`src/rtl/core_pkg.sv`:
```
// rtl/core_pkg.sv - shared constants, FSM states and decode helpers for multicycle_core
package core_pkg;

    // Major opcodes (IR[6:0])
    localparam logic [6:0] OPC_R      = 7'b0110011;
    localparam logic [6:0] OPC_I      = 7'b0010011;
    localparam logic [6:0] OPC_LOAD   = 7'b0000011;
    localparam logic [6:0] OPC_STORE  = 7'b0100011;
    localparam logic [6:0] OPC_BRANCH = 7'b1100011;
    localparam logic [6:0] OPC_HALT   = 7'b1111111;

    // Branch funct3 values
    localparam logic [2:0] F3_BEQ = 3'b000;
    localparam logic [2:0] F3_BNE = 3'b001;

    // ALU operation encodings: {IR[30], IR[25], funct3}
    localparam logic [4:0] ALU_ADD  = 5'b00000;
    localparam logic [4:0] ALU_SUB  = 5'b10000;
    localparam logic [4:0] ALU_SLL  = 5'b00001;
    localparam logic [4:0] ALU_SLT  = 5'b00010;
    localparam logic [4:0] ALU_SLTU = 5'b00011;
    localparam logic [4:0] ALU_XOR  = 5'b00100;
    localparam logic [4:0] ALU_SRL  = 5'b00101;
    localparam logic [4:0] ALU_SRA  = 5'b10101;
    localparam logic [4:0] ALU_OR   = 5'b00110;
    localparam logic [4:0] ALU_AND  = 5'b00111;
    localparam logic [4:0] ALU_MUL  = 5'b01000;

    typedef enum logic [2:0] {
        ST_FETCH,
        ST_DECODE,
        ST_EXEC,
        ST_MEM,
        ST_WB,
        ST_HALTED
    } state_t;

    // Raw immediates; the core sign-extends them to XLEN.
    function automatic logic [11:0] imm_i_raw(input logic [31:0] ir);
        return ir[31:20];
    endfunction

    function automatic logic [11:0] imm_s_raw(input logic [31:0] ir);
        return {ir[31:25], ir[11:7]};
    endfunction

    function automatic logic [12:0] imm_b_raw(input logic [31:0] ir);
        return {ir[31], ir[7], ir[30:25], ir[11:8], 1'b0};
    endfunction

    // True for the ALU codes the datapath implements.
    function automatic logic alu_op_legal(input logic [4:0] op);
        case (op)
            ALU_ADD, ALU_SUB, ALU_SLL, ALU_SLT, ALU_SLTU, ALU_XOR,
            ALU_SRL, ALU_SRA, ALU_OR, ALU_AND, ALU_MUL: return 1'b1;
            default:                                    return 1'b0;
        endcase
    endfunction

endpackage

```
`src/rtl/core_alu.sv`:
```
// rtl/core_alu.sv - combinational ALU for multicycle_core
// Ports:
//   opc  in  5     ALU operation (core_pkg ALU_* encodings)
//   op1  in  XLEN  first operand
//   op2  in  XLEN  second operand; low $clog2(XLEN) bits are the shift amount
//   res  out XLEN  result (MUL returns the low XLEN bits)
module core_alu
    import core_pkg::*;
#(
    parameter int XLEN = 32
) (
    input  logic [4:0]      opc,
    input  logic [XLEN-1:0] op1,
    input  logic [XLEN-1:0] op2,
    output logic [XLEN-1:0] res
);

    localparam int SH_W = $clog2(XLEN);

    logic [SH_W-1:0] shamt;
    assign shamt = op2[SH_W-1:0];

    always_comb begin
        res = '0;
        case (opc)
            ALU_ADD:  res = op1 + op2;
            ALU_SUB:  res = op1 - op2;
            ALU_SLL:  res = op1 << shamt;
            ALU_SLT:  res = {{(XLEN-1){1'b0}}, ($signed(op1) < $signed(op2))};
            ALU_SLTU: res = {{(XLEN-1){1'b0}}, (op1 < op2)};
            ALU_XOR:  res = op1 ^ op2;
            ALU_SRL:  res = op1 >> shamt;
            ALU_SRA:  res = $unsigned($signed(op1) >>> shamt);
            ALU_OR:   res = op1 | op2;
            ALU_AND:  res = op1 & op2;
            ALU_MUL:  res = op1 * op2;
            default:  res = '0;
        endcase
    end

endmodule

```
`src/rtl/multicycle_core.sv`:
```
// rtl/multicycle_core.sv - multi-cycle RV-style core with handshaked instruction/data memories
// Ports:
//   clock, reset           core clock; synchronous active-high reset
//   imem_req/addr          fetch request and word address (= PC)
//   imem_ack/rdata         fetch completion and instruction word
//   dmem_req/we/addr/wdata data request, store enable, word address, store data
//   dmem_ack/rdata         data completion and load data
//   halted, illegal        core stopped; stop caused by an illegal instruction
//   instret                retired-instruction counter (wraps at 2^32)
module multicycle_core
    import core_pkg::*;
#(
    parameter int XLEN    = 32,
    parameter int PC_W    = 5,
    parameter int DADDR_W = 8,
    parameter int NREGS   = 32
) (
    input  logic               clock,
    input  logic               reset,
    output logic               imem_req,
    output logic [PC_W-1:0]    imem_addr,
    input  logic               imem_ack,
    input  logic [31:0]        imem_rdata,
    output logic               dmem_req,
    output logic               dmem_we,
    output logic [DADDR_W-1:0] dmem_addr,
    output logic [XLEN-1:0]    dmem_wdata,
    input  logic               dmem_ack,
    input  logic [XLEN-1:0]    dmem_rdata,
    output logic               halted,
    output logic               illegal,
    output logic [31:0]        instret
);

    localparam int              RI_W    = $clog2(NREGS);
    localparam logic [5:0]      NREGS_L = 6'(NREGS);
    localparam logic [PC_W-1:0] PC_ONE  = PC_W'(1);

    state_t            state;
    logic [PC_W-1:0]   pc;
    logic [31:0]       ir;
    logic [XLEN-1:0]   a, b, r, mdr;
    logic [XLEN-1:0]   regs [NREGS];

    // Instruction fields
    logic [6:0] opcode;
    logic [2:0] f3;
    logic [4:0] rd, rs1, rs2;
    assign opcode = ir[6:0];
    assign f3     = ir[14:12];
    assign rd     = ir[11:7];
    assign rs1    = ir[19:15];
    assign rs2    = ir[24:20];

    // Sign-extended immediates
    logic [11:0]     imm_i12, imm_s12;
    logic [12:0]     imm_b13;
    logic [XLEN-1:0] imm_i, imm_s, imm_b;
    assign imm_i12 = imm_i_raw(ir);
    assign imm_s12 = imm_s_raw(ir);
    assign imm_b13 = imm_b_raw(ir);
    assign imm_i   = {{(XLEN-12){imm_i12[11]}}, imm_i12};
    assign imm_s   = {{(XLEN-12){imm_s12[11]}}, imm_s12};
    assign imm_b   = {{(XLEN-13){imm_b13[12]}}, imm_b13};

    // Branch offset in words; the add wraps modulo 2^PC_W
    logic [PC_W-1:0] br_off;
    assign br_off = imm_b[PC_W+1:2];

    // Decode: ALU op, operand select and legality
    logic [4:0] alu_op;
    logic       known_op, op_ok, use_rd, use_rs1, use_rs2, reg_bad;

    always_comb begin
        alu_op   = ALU_ADD;
        known_op = 1'b0;
        op_ok    = 1'b1;
        use_rd   = 1'b0;
        use_rs1  = 1'b0;
        use_rs2  = 1'b0;
        case (opcode)
            OPC_R: begin
                alu_op   = {ir[30], ir[25], f3};
                known_op = 1'b1;
                op_ok    = alu_op_legal({ir[30], ir[25], f3});
                use_rd   = 1'b1;
                use_rs1  = 1'b1;
                use_rs2  = 1'b1;
            end
            OPC_I: begin
                alu_op   = {ir[30] & (f3 == 3'b101), 1'b0, f3};
                known_op = 1'b1;
                use_rd   = 1'b1;
                use_rs1  = 1'b1;
            end
            OPC_LOAD: begin
                known_op = 1'b1;
                use_rd   = 1'b1;
                use_rs1  = 1'b1;
            end
            OPC_STORE: begin
                known_op = 1'b1;
                use_rs1  = 1'b1;
                use_rs2  = 1'b1;
            end
            OPC_BRANCH: begin
                known_op = 1'b1;
                op_ok    = (f3 == F3_BEQ) || (f3 == F3_BNE);
                use_rs1  = 1'b1;
                use_rs2  = 1'b1;
            end
            default: ;
        endcase
    end

    // Only the register fields the format actually uses are range-checked
    assign reg_bad = (use_rd  && ({1'b0, rd}  >= NREGS_L)) ||
                     (use_rs1 && ({1'b0, rs1} >= NREGS_L)) ||
                     (use_rs2 && ({1'b0, rs2} >= NREGS_L));

    // ALU
    logic [XLEN-1:0] op2_sel, alu_res;
    always_comb begin
        op2_sel = b;
        case (opcode)
            OPC_I, OPC_LOAD: op2_sel = imm_i;
            OPC_STORE:       op2_sel = imm_s;
            default:         op2_sel = b;
        endcase
    end

    core_alu #(.XLEN(XLEN)) u_alu (
        .opc (alu_op),
        .op1 (a),
        .op2 (op2_sel),
        .res (alu_res)
    );

    logic br_taken;
    assign br_taken = (f3 == F3_BNE) ? (a != b) : (a == b);

    // Memory-side outputs come straight from stable registers during MEM
    assign imem_addr  = pc;
    assign dmem_addr  = r[DADDR_W+1:2];
    assign dmem_wdata = b;

    always_ff @(posedge clock) begin
        if (reset) begin
            state    <= ST_FETCH;
            pc       <= '0;
            ir       <= '0;
            a        <= '0;
            b        <= '0;
            r        <= '0;
            mdr      <= '0;
            instret  <= '0;
            imem_req <= 1'b0;
            dmem_req <= 1'b0;
            dmem_we  <= 1'b0;
            halted   <= 1'b0;
            illegal  <= 1'b0;
            for (int i = 0; i < NREGS; i++) regs[i] <= '0;
        end else begin
            case (state)
                ST_FETCH: begin
                    // After reset the request is raised here; every later
                    // entry into FETCH arrives with imem_req already set.
                    if (!imem_req) begin
                        imem_req <= 1'b1;
                    end else if (imem_ack) begin
                        ir       <= imem_rdata;
                        imem_req <= 1'b0;
                        state    <= ST_DECODE;
                    end
                end
                ST_DECODE: begin
                    a <= regs[rs1[RI_W-1:0]];
                    b <= regs[rs2[RI_W-1:0]];
                    if (opcode == OPC_HALT) begin
                        halted <= 1'b1;
                        state  <= ST_HALTED;
                    end else if (!known_op || !op_ok || reg_bad) begin
                        halted  <= 1'b1;
                        illegal <= 1'b1;
                        state   <= ST_HALTED;
                    end else begin
                        state <= ST_EXEC;
                    end
                end
                ST_EXEC: begin
                    r <= alu_res;
                    if (opcode == OPC_BRANCH) begin
                        pc       <= br_taken ? pc + br_off : pc + PC_ONE;
                        instret  <= instret + 32'd1;
                        imem_req <= 1'b1;
                        state    <= ST_FETCH;
                    end else if (opcode == OPC_LOAD || opcode == OPC_STORE) begin
                        dmem_req <= 1'b1;
                        dmem_we  <= (opcode == OPC_STORE);
                        state    <= ST_MEM;
                    end else begin
                        state <= ST_WB;
                    end
                end
                ST_MEM: begin
                    if (dmem_ack) begin
                        dmem_req <= 1'b0;
                        dmem_we  <= 1'b0;
                        if (dmem_we) begin
                            pc       <= pc + PC_ONE;
                            instret  <= instret + 32'd1;
                            imem_req <= 1'b1;
                            state    <= ST_FETCH;
                        end else begin
                            mdr   <= dmem_rdata;
                            state <= ST_WB;
                        end
                    end
                end
                ST_WB: begin
                    if (rd != 5'd0) begin
                        regs[rd[RI_W-1:0]] <= (opcode == OPC_LOAD) ? mdr : r;
                    end
                    pc       <= pc + PC_ONE;
                    instret  <= instret + 32'd1;
                    imem_req <= 1'b1;
                    state    <= ST_FETCH;
                end
                ST_HALTED: ;
                default: state <= ST_FETCH;
            endcase
        end
    end

endmodule

```
`config.mk`:
```
export PLATFORM = sky130hd
export DESIGN_NAME = multicycle_core
export DESIGN_NICKNAME = d
export VERILOG_FILES = /design/src/rtl/core_pkg.sv /design/src/rtl/core_alu.sv /design/src/rtl/multicycle_core.sv
export SDC_FILE = /design/constraint.sdc
export NUM_CORES = 2
export LEC_CHECK = 0
export BUFFER_PORTS_ARGS = -buffer_cell sky130_fd_sc_hd__buf_2
export CAP_MARGIN = 20
export CELL_PAD_IN_SITES_DETAIL_PLACEMENT = 0
export CELL_PAD_IN_SITES_GLOBAL_PLACEMENT = 2
export CORE_UTILIZATION = 49
export CTS_BUF_LIST = sky130_fd_sc_hd__clkbuf_8
export DETAILED_ROUTE_END_ITERATION = 10
export MAX_ROUTING_LAYER = met4
export PLACE_DENSITY_LB_ADDON = 0.25
export SLEW_MARGIN = 20
export SYNTH_ARGS = -nofsm -noshare
export SYNTH_HDL_FRONTEND = slang
export SYNTH_HIERARCHICAL = 1
export SYNTH_SLANG_ARGS = --single-unit
```
`constraint.sdc`:
```
create_clock -name clock -period 19.62 [get_ports clock]
set_input_delay 2.943 -clock clock [delete_from_list [all_inputs] [get_ports clock]]
set_output_delay 2.943 -clock clock [all_outputs]
set_load 0.05 [all_outputs]
```
# Yosys cells after proc, flatten, opt, wreduce, memory -nomap -nowiden
# Memory sizes are Yosys's and may differ from the RTL's. A register that Yosys moved wholly into a read port is not among the register bits.
# Index checks and enable logic that the tools add are counted.
# classes
n_eq_ne	32
n_div	0
n_reduce_logical	24
mul	1
addsub	5
order_cmp	2
bitwise_logic	7
shift	3
n_mux	51
# ops
op	n
32-bit case mux with 11 select lines	1
32-bit 2-to-1 mux	5
32-bit case mux with 3 select lines	1
32-bit < comparator	2
32-bit case mux with 2 select lines	1
5-bit 2-to-1 mux	7
32-bit by 1-bit adder with 32-bit output, second input constant	1
32-bit adder	1
32-bit bitwise AND	1
32-bit == test	1
32-bit by 32-bit multiplier with 32-bit output	1
32-bit inequality test	1
32-bit OR	1
32-bit OR reduction	1
32-bit by 5-bit left shift with 32-bit output	1
32-bit by 5-bit right shift with 32-bit output	1
32-bit by 5-bit >>> shifter with 32-bit output	1
32-bit subtractor	1
32-bit bitwise XOR	1
3-bit 2-to-1 mux	8
1-bit 2-to-1 mux	21
5-bit by 3-bit == test with 1-bit output, second input constant	4
4-bit AND reduction	4
3-bit case mux with 5 select lines	1
other kinds (32)	57
# totals
inputBits	68
wordCells	138
n_memories	2
latchBits	0
ramBits	1024
reg_bits	141
out_inout_bits	82
romBits	32
# memory_table
memory	words	word_bits	read_ports	rd_clocked_by_memory_dff	wr	line_no	text
regs	32	32	2	2	32	multicycle_core.sv:43	logic [XLEN-1:0] regs [NREGS];
(name not given)	32	1	1	1	0	core_pkg.sv:53	case (op)

# Depth between registers and ports, before layout
# depth
depth_word	8
mapped_depth	38

# By module
# Netlist, hierarchy kept.
# modules_own_cells
mod	seq_area_each_um2	n_inst	cells_per_inst	area_per_inst_um2
multicycle_core	34873.4	1	4370	61149.9
core_alu	0.0	1	2990	23203.5

# Worst setup path before layout
# OpenSTA, ideal clock, no wires.
# synth_path
kind	reg-to-reg
start	register ir[3]
end	register r[29]
stages_incl_launch_ff	38
arrival_time_ns	8.633
path_slack_ns	10.854
synth_period_minus_slack_ns	8.766
t_required_ns	19.488
n_path_buf	5
cell_sequence	dfxtp_1 -> and4bb_2 -> nand2b_1 -> buf_2 -> or2_1 -> o22ai_1 -> a21oi_1 -> buf_2 -> clkinv_1 -> clkbuf_1 -> clkbuf_1 -> buf_1 -> nor2_1 -> fa_1 -> inv_1 -> fa_1 -> fa_1 -> fa_1 -> [... 2 more ...] -> inv_1 -> fa_1 -> inv_1 -> fa_1 -> fa_1 -> ha_1 -> a21o_1 -> a21o_1 -> a21oi_1 -> o21ba_2 -> o21ai_1 -> a41oi_1 -> nand2b_1 -> xnor2_1 -> o221ai_1 -> nand3b_1 -> nand2_1 -> a21oi_1
# synth_between
elab_chain_len	5
word_cells_on_any_way	28
# synth_lines
element	line_no	text
start: declaration	multicycle_core.sv:41	logic [31:0] ir;
start signal: assignment	multicycle_core.sv:171	ir <= imem_rdata;
7-bit by 2-bit == test with 1-bit output / 7-bit by 5-bit == test with 1-bit output (equally long branches)	multicycle_core.sv:125	case (opcode)
2-bit OR reduction	multicycle_core.sv:125	
32-bit case mux with 2 select lines (*)	multicycle_core.sv:125	
named net op2_sel[2]	multicycle_core.sv:122	logic [XLEN-1:0] op2_sel, alu_res;
32-bit by 32-bit multiplier with 32-bit output, or another cell as far along	core_alu.sv:36	ALU_MUL: res = op1 * op2;
32-bit case mux with 11 select lines (*)	core_alu.sv:25	case (opc)
named net alu_res[29]	multicycle_core.sv:122	
end signal: assignment	multicycle_core.sv:191	r <= alu_res;
end: declaration	multicycle_core.sv:42	logic [XLEN-1:0] a, b, r, mdr;
# The timed path passes the listed nets; every way through them passes the cells marked *.
# A chain may end at the register's enable or synchronous reset.

# Worst setup path after layout
# layout_path
start	register ir[3]
end	register r[25]
# layout_between
elab_chain_len	5
word_cells_on_any_way	28
# layout_lines
element	line_no
7-bit by 2-bit == test with 1-bit output / 7-bit by 5-bit == test with 1-bit output (equally long branches)	multicycle_core.sv:125
2-bit OR reduction	multicycle_core.sv:125
32-bit case mux with 2 select lines (*)	multicycle_core.sv:125
named net op2_sel[11]	multicycle_core.sv:122
32-bit by 32-bit multiplier with 32-bit output, or another cell as far along	core_alu.sv:36
32-bit case mux with 11 select lines (*)	core_alu.sv:25
named net alu_res[25]	multicycle_core.sv:122
# Marked as above.

==> results.tsv <==
metric	value	unit
I/O Buffers	149	
clock-pin slew on the worst setup and hold paths	0.09	ns
Fillers	14898	
DRT iter0 DRCs	7522	
worst slew pin tran	1.16	ns
Reg-to-Reg End	r[25]$_SDFFE_PP0P_	
synth top area cells	edfxtp_1 (36%), mux4_2 (16%), fa_1 (9.8%)	
flop-to-flop setup slack	9.66	ns
chip width	417	um
Yosys cell types	114	
CTS tree	done	
Final ANT Viol Nets	0	
vias per cell	6.37	
Via Count	62567	
die height	417	um
post-synth top area share	36.5	%
CTS resizes	0	
Net count, final	8046	
antenna violations before repair	15	
Worst Path Max Fanout	21	
Top FF cell, synth	edfxtp_1	
Final Max Tran Viols	0	
fin crit share	50.8	%
final wirelength	322000	um
Hold Fails Final Rpt	0	
EDFF count, synth	1024	
largest area contributor in the netlist	edfxtp_1	
Post-Synth Adder-Cell Area	13.1	%
Ys Warns	6	
cell area power density	74.6	nW/um^2
clock buffer depth	3	
Simple-Gate Fraction of Synth Area	11.8	%
Site Rows	151	
leakage power	32.7	nW
Hold Startpoint	ir[0]$_SDFFE_PP0N_	
Slew HR	22.5	%
skew final	0.0954	ns
I/O pins	150	
Worst Setup EP	r[25]$_SDFFE_PP0P_	
HPWL Detailed	223000	um
crit path DAT	10.88	ns
Hold WC Path Type	flip-flop to flip-flop	
Core Region	170000	sq um
synthesis-stage register bit count	1230	
XOR/XNOR Fraction of Synth Area	1.86	%
Mapped Cells	7360	
GPL Wtd Cong	1.03	
CP Class	flip-flop to flip-flop	
combinational family with the most area after synthesis	multiplexers	
WL per Instance	32.8	um
Tot Pwr	6.84	mW
clk_lat worst skew	0.99	ns
asr flop ratio synth	0	%
slowest CP cell	a21oi_1	
Syn Area/Cell	11.5	sq um
sequential area share after synthesis	41.3	%
Final min period	9.96	ns
Root Driver	clkbuf_8	
Hold WS	0.474	ns
largest stage delay on the critical path	0.76	ns
TritonCTS Sinks	1230	
drt drc	0	
grt total ovfl	0	
fin cells	9820	
Num CTS Buffers	206	
most used cell along the critical path	fa_1	
count of final setup violators	0	
CTS Hold Bufs	0	
setup TNS	0	ns
CP required	20.54	ns
critical path capture point type	flip-flop	
layout cells sized above 1	18.2	%
Synth Area in Compound Gates	6.11	%
vias in the first global route	62236	
initial core utilization	49.6	%
die area	174000	sq um
postcts setup bufs	0	
first-pass GRT wire length	458000	um
Peak Freq	0.100	GHz
Area Growth Syn to Fin	8.62	%
CTS HTree Levels	4	
unrepaired setup endpoints after global routing	false	
Mapped Area	84400	sq um
Startpoint Class	flip-flop	
r2r startpoint	ir[3]$_SDFFE_PP0N_	
Setup crit start	ir[3]$_SDFFE_PP0N_	
post-synthesis mux area share	20.0	%
GRT Overall Usage	38.2	%
worst r2r path cells	30	
max cap viols	0	
drt pass-1 iters	8	
Placed Cells incl. Taps	9420	
largest net degree at the start of global routing	106	
status	finished clean	
Max IR drop VDD	0.0680	mV
cells in the final DEF (no fill, tap or decap), types with 45 or more instances in the layout:
cell,Yosys,layout
a211oi_1,99,99
clkinv_1,11,62
mux2i_1,370,338
a21oi_1,254,249
o21ai_0,151,151
buf_4,62,212
xor2_1,80,80
clkbuf_8,5,217
inv_1,471,539
buf_2,173,148
nor2_1,1564,1563
xnor2_1,99,99
fa_1,411,411
nand2_1,583,577
ha_1,226,226
mux4_2,583,583
edfxtp_1,1024,1024
dfxtp_1,206,196
a21o_1,45,45
power by group:
group	switching, mW	internal (mW)	leakage, nW
Combinational	1.05	0.544	18.2
Clock	1.11	1.13	2.27
Sequential	0.0906	2.92	12.2
worst min path at each step:
stage | end | slack [ns] | depth (start not counted)
floorplan | ir[31]$_SDFFE_PP0N_ | 0.43 | 2
global placement | illegal$_SDFFE_PP0P_ | 0.45 | 2
detailed placement | halted$_SDFFE_PP0P_ | 0.46 | 2
CTS | ir[2]$_SDFFE_PP0N_ | 0.48 | 2
global route | illegal$_SDFFE_PP0P_ | 0.50 | 2
finish | ir[0]$_SDFFE_PP0N_ | 0.47 | 2
metal layers:
metal / vias to the layer above / share of wire [%] / GRT usage (%)
li1: 25973 / - / -
met5: - / 0 / -
met1: 32108 / 37 / 46.9
met2: 3623 / 47 / 58.7
met4: 0 / 7.1 / 22.8
met3: 863 / 9.6 / 7.49
registers in the layout, indices dropped and copies added (netlist names), named ones only:
name        count
illegal         1
dmem_we         1
a              32
dmem_wdata     32
r              32
halted          1
imem_addr       5
instret        32
imem_req        1
regs         1024
state           3
mdr            32
dmem_req        1
ir             32
cell type report:
cell class                      count  area, sq um  area share [%]
Inverter                          486         1820            1.99
Clock buffer                      217         2990            3.26
Sequential cell                  1230        34900            38.1
Multi-Input combinational cell   5040        45300            49.5
Antenna cell                        9         22.5          0.0246
Clock inverter                    166          940            1.03
Tap cell                         2295         2870            3.13
Timing Repair Buffer              377         2740            2.99
synthesized netlist by cell type, drive strengths merged, types with 21 or more instances:
master,count
a211oi,101
ha,226
a221oi,22
nand2,583
dfxtp,206
nor3,38
inv,475
nor2,1567
nand2b,74
a21o,45
xnor2,99
mux4,583
o21ai,160
a21oi,255
fa,411
o211ai,32
a31oi,21
buf,286
xor2,80
clkbuf,348
edfxtp,1024
mux2i,370
and3,21
nand3,36
stage by stage:
step           utilization (%)  worst slack, ns  area (sq um)
6_report                  53.8             9.66         91600
5_1_grt                   53.8             9.28         91600
4_1_cts                   53.7             9.87         91400
3_5_place_dp              51.4             9.96         87500
3_3_place_gp              51.3             9.97         87400
2_1_floorplan                -            10.85         84500
worst max-delay path, delay by kind of cell (launching register included):
kind            cells  cell delay, ns
fa+ha+maj           9            3.94
flops               1            0.32
buf+inv             4            0.84
simple gates        7            1.60
xor+xnor            1            0.63
compound gates      9            2.54
kinds of logic (layout without fill, tap and decap cells):
group / count (synthesis) / in the layout
other: 1 / 41
adder cells (fa/ha/maj): 637 / 637
flip-flops: 1230 / 1230
buffers and inverters: 1121 / 1246
AO/OA/AOI/OAI: 793 / 793
multiplexers: 960 / 960
XOR/XNOR: 179 / 179
AND/OR/NAND/NOR: 2439 / 2439
No activity file was read; power rests on OpenSTA's default activity.
